## src/rtl/instr_fetch.sv

```systemverilog
// Instruction fetch stage with an IF/ID pipeline register.
//
// Keeps a byte PC and presents the matching word address to a zero-latency
// instruction ROM. On each unstalled edge the returned word is captured into
// the IF/ID register, together with PC+4. A jump or taken branch moves the PC
// to the word-aligned target and inserts one bubble (a NOP with valid_out=0).
// A jump wins over a taken branch. A redirect wins over a stall.
//
// Parameters:
//   address_data  width of the PC, the addresses and the instruction words
//   reset_pc      byte PC loaded on reset
// Ports:
//   clock          rising-edge clock
//   reset          asynchronous, active-high reset
//   stall          hold the PC and the IF/ID register this cycle
//   branch_taken   redirect to branch_target
//   branch_target  byte target for a branch
//   jump           redirect to jump_target (priority over branch_taken)
//   jump_target    byte target for a jump
//   i_in           instruction word returned combinationally by the ROM
//   address        word address to the ROM ({2'b00, pc[msb:2]})
//   instr_out      IF/ID instruction (0 when valid_out=0)
//   pc_plus4_out   IF/ID PC+4 of instr_out
//   valid_out      instr_out is a real instruction, not a bubble
module instr_fetch #(
  parameter int unsigned             address_data = 32,
  parameter logic [address_data-1:0] reset_pc     = '0
) (
  input  logic                    clock,
  input  logic                    reset,
  input  logic                    stall,
  input  logic                    branch_taken,
  input  logic [address_data-1:0] branch_target,
  input  logic                    jump,
  input  logic [address_data-1:0] jump_target,
  input  logic [address_data-1:0] i_in,
  output logic [address_data-1:0] address,
  output logic [address_data-1:0] instr_out,
  output logic [address_data-1:0] pc_plus4_out,
  output logic                    valid_out
);

  typedef enum logic [1:0] {
    StBoot  = 2'd0,
    StRun   = 2'd1,
    StFlush = 2'd2
  } state_e;

  state_e                  state_q;
  logic [address_data-1:0] pc_q;
  logic [address_data-1:0] pc_plus4;
  logic [address_data-1:0] target_sel;
  logic [address_data-1:0] target_aligned;
  logic                    redirect;

  always_comb begin
    redirect       = jump | branch_taken;
    target_sel     = jump ? jump_target : branch_target;
    target_aligned = target_sel & ~address_data'(3);
    // Wraps modulo 2^address_data by construction.
    pc_plus4       = pc_q + address_data'(4);
    address        = {2'b00, pc_q[address_data-1:2]};
  end

  always_ff @(posedge clock or posedge reset) begin
    if (reset) begin
      state_q      <= StBoot;
      pc_q         <= reset_pc;
      instr_out    <= '0;
      pc_plus4_out <= '0;
      valid_out    <= 1'b0;
    end else if (redirect) begin
      // Redirect is honoured in every state, even under stall, and drops the
      // word fetched this cycle in favour of a bubble.
      state_q   <= StFlush;
      pc_q      <= target_aligned;
      instr_out <= '0;
      valid_out <= 1'b0;
    end else if (!stall) begin
      unique case (state_q)
        // BOOT fetches reset_pc straight away; FLUSH fetches from the new PC.
        StBoot, StRun, StFlush: begin
          state_q      <= StRun;
          pc_q         <= pc_plus4;
          instr_out    <= i_in;
          pc_plus4_out <= pc_plus4;
          valid_out    <= 1'b1;
        end
        default: begin
          state_q   <= StBoot;
          pc_q      <= reset_pc;
          instr_out <= '0;
          valid_out <= 1'b0;
        end
      endcase
    end
  end

endmodule

```

## config.mk

```make
export PLATFORM = sky130hd
export DESIGN_NAME = instr_fetch
export DESIGN_NICKNAME = d
export VERILOG_FILES = /design/src/rtl/instr_fetch.sv
export SDC_FILE = /design/constraint.sdc
export NUM_CORES = 1
export LEC_CHECK = 0
export BUFFER_PORTS_ARGS = -buffer_cell sky130_fd_sc_hd__buf_4
export CAP_MARGIN = 20
export CORE_UTILIZATION = 49
export CTS_CLUSTER_DIAMETER = 100
export DETAILED_ROUTE_END_ITERATION = 10
export PLACE_DENSITY_LB_ADDON = 0.3
export SETUP_SLACK_MARGIN = 0.2
export SYNTH_ARGS = -nofsm -noshare
export SYNTH_HDL_FRONTEND = slang
export SYNTH_SLANG_ARGS = --single-unit
```

## constraint.sdc

```tcl
create_clock -name clock -period 3.7 [get_ports clock]
set_input_delay 0.555 -clock clock [delete_from_list [all_inputs] [get_ports clock]]
set_output_delay 0.555 -clock clock [all_outputs]
set_load 0.01 [all_outputs]
```

==> impl_metrics.env <==
export IMPL_run_status="finished clean"
export IMPL_yosysWarnings=0
export IMPL_fin_worst_skew_ps=12.18
export IMPL_tritoncts="built"
export IMPL_cp_startpoint="pc_q[2]$_DFFE_PP0N_"
export IMPL_maxCapViolCount=0
export IMPL_synthCells=523
export IMPL_fp_row_count=36
export IMPL_finalHoldViolations=0
export IMPL_fin_setup_tns_ps=0
export IMPL_synthFlopType="dfrtp_1"
export IMPL_viasPerCell=5.956
export IMPL_setup_ws_ps=1348
export IMPL_die_area_um2=10500
export IMPL_cts_hold_buf=0
export IMPL_synth_compound_area_share_pct=23.44
export IMPL_p_per_area_nw_per_um2=396.5
export IMPL_synth_mux_area_share_pct=1.416
export IMPL_final_common_cell="buf_4"
export IMPL_antenna_found_initial=0
export IMPL_synth_avg_cell_area_um2=9.459
export IMPL_cts_buffer_depth=2
export IMPL_start_util_pct=50.61
export IMPL_fill_cells=809
export IMPL_antenna_left=0
export IMPL_placed_cells=806
export IMPL_synthArstFlopShare_pct=100.0
export IMPL_routedWlPerCell_um=17.83
export IMPL_synth_top_family_by_area="compound AO/OA/AOI/OAI gates"
export IMPL_diodes=0
export IMPL_crit_fanout=10
export IMPL_final_cell_mix="buf_4, dfrtp_1, nand2_1, nand3_1, a22o_1"
export IMPL_cts_made_buffers=9
export IMPL_grt_max_degree=55
export IMPL_timing_rr_start="pc_q[2]$_DFFE_PP0N_"
export IMPL_grt_overflow_total=0
export IMPL_clk_latency_ps=360
export IMPL_worstSetupStartpointType="flop"
export IMPL_htree_levels=3
export IMPL_drive_gt1_share_pct=32.17
export IMPL_cp_arrival_ps=2580
export IMPL_drv_slew=0
export IMPL_die_h_um=102.5
export IMPL_grt_pass1_wl_mm=22.10
export IMPL_routed_wirelength_mm=14.67
export IMPL_hpwl_mm=10.26
export IMPL_final_cells=823
export IMPL_cts_root_buf="clkbuf_8"
export IMPL_io_buffers=189
export IMPL_fin_crit_sh_pct=63.58
export IMPL_synth_edf_count=0
export IMPL_synthXorXnorAreaFrac_pct=2.479
export IMPL_relSlewSlack_pct=44.03
export IMPL_gp_congestion=0.8716
export IMPL_dp_slack_ps=1119
export IMPL_layout_nets=787
export IMPL_crit_type="reg2reg"
export IMPL_min_period_ps=2352
export IMPL_fp_dieW_um=102.5
export IMPL_area_delta_synth_final_pct=33.26
export IMPL_postCtsSetupRepairBufs=0
export IMPL_grt_util_all_layers_pct=27.84
export IMPL_num_vias=4902
export IMPL_seq_area_frac_synth_pct=47.55
export IMPL_synth_fa_ha_area_share_pct=0.2529
export IMPL_clkSlewWorstSetupHoldPaths_ps=90
export IMPL_firstDrtPassIters=7
export IMPL_hold_class="in2async"
export IMPL_end_kind="flop"
export IMPL_cts_num_sinks=94
export IMPL_setup_viol=0
export IMPL_fmax_mhz=425.1
export IMPL_core_area_um2=9774
export IMPL_grt_pass1_vias=4427
export IMPL_synth_simple_area_share_pct=19.78
export IMPL_rsz0062_at_grt="false"
export IMPL_ys_types=57
export IMPL_ys_seq_elements=94
export IMPL_cp_required_ps=3930
export IMPL_synth_area_um2=4947
export IMPL_drc=0
export IMPL_cts_resized=0
export IMPL_ir_drop_uv=188.1
export IMPL_tightest_slew_ps=832.6
export IMPL_leakagePower_uw=0.003060
export IMPL_drtIter0Drc=366
export IMPL_p_total_uw=2614
export IMPL_io_pins=198
-- worst paths after layout --
| check | endpoint | slack [ps] | depth (start not counted) |
|---|---|---|---|
| max in group asynchronous | state_q[0]$_DFFE_PP0N_ | 2660 | 3 |
| max | pc_q[26]$_DFFE_PP0N_ | 1350 | 5 |
| min reg2reg | pc_plus4_out[21]$_DFFE_PP0P_ | 490 | 2 |
| max reg2reg | pc_q[26]$_DFFE_PP0N_ | 1350 | 5 |
| min in group clock | instr_out[10]$_DFFE_PP0N_ | 410 | 2 |
| min | instr_out[25]$_DFFE_PP0N_ | 260 | 2 |
-- cell type report --
type / count / area, um2 / area share (%)
Multi-Input combinational cell: 373 / 2371 / 35.97
Sequential cell: 94 / 2352 / 35.68
Timing Repair Buffer: 199 / 1501 / 22.77
Tap cell: 133 / 166.4 / 2.524
Clock buffer: 13 / 148.9 / 2.258
Inverter: 8 / 32.53 / 0.4935
Clock inverter: 3 / 20.02 / 0.3037
-- sequential cells by signal, summed over array words and instances, names as in the netlist --
signal and flops:
state_q 2, pc_plus4_out 30, pc_q 30, instr_out 32
-- power by group --
part / switching (uW) / internal, uW
combinational: 333 / 355
sequential: 153 / 1160
clock: 353 / 263
total: 839 / 1770
-- per-stage QoR --
step                      util [%]  cell area (um2)  hold WS (ps)
final                        67.45             6593         256.3
after global placement       65.57             6409         464.8
after floorplan                  -             4959         510.7
after global routing         67.45             6593         305.7
after detailed placement     65.57             6409         472.2
after CTS                    67.29             6578         278.5
-- metal layers --
metal	global-route usage, %	part of all wire (%)	vias up
met5	0	0	-
met4	13.19	1.6	0
met3	4.309	8.1	19
met1	38.30	43	2336
li1	-	-	2301
met2	43.13	47	246
-- cells by family (layout without fill, tap and decap cells) --
| group | count (synthesis) | after routing |
|---|---|---|
| xor gates and xnor gates | 14 | 14 |
| adders and majority gates | 1 | 1 |
| buffers and inverters | 59 | 223 |
| muxes | 7 | 7 |
| AOI/OAI and AO/OA | 156 | 156 |
| and+or+nand+nor | 191 | 191 |
| DFF | 94 | 94 |
| other | 1 | 4 |
-- synthesized netlist by cell type, types with 4 or more instances --
cell	instances	area (um2)
and4_1	8	70.07
nor4_1	5	31.28
nand4_1	13	81.33
o22a_1	4	35.03
nor2_1	28	105.1
o21ai_0	31	155.2
nor3_1	12	60.06
buf_2	8	40.04
buf_4	4	30.03
clkbuf_1	37	138.9
a22o_1	32	280.3
a31oi_1	8	50.05
o211ai_1	10	75.07
mux2i_1	7	70.07
nand2_1	61	229.0
a21oi_1	15	75.07
nand3_1	33	165.2
dfrtp_1	94	2352
xnor2_1	11	96.34
or4_1	5	37.54
o22ai_1	5	31.28
o311ai_0	12	105.1
and2_1	6	37.54
a222oi_1	14	140.1
inv_1	8	30.03
-- critical path, cell delays in order, from the launching register on --
cell and delay [ps]:
dfrtp_1 470, ha_1 390, and4_1 400, nand3_1 370, o311ai_0 460, nand3_1 120
Note: power is estimated with default switching activity, not from simulation.
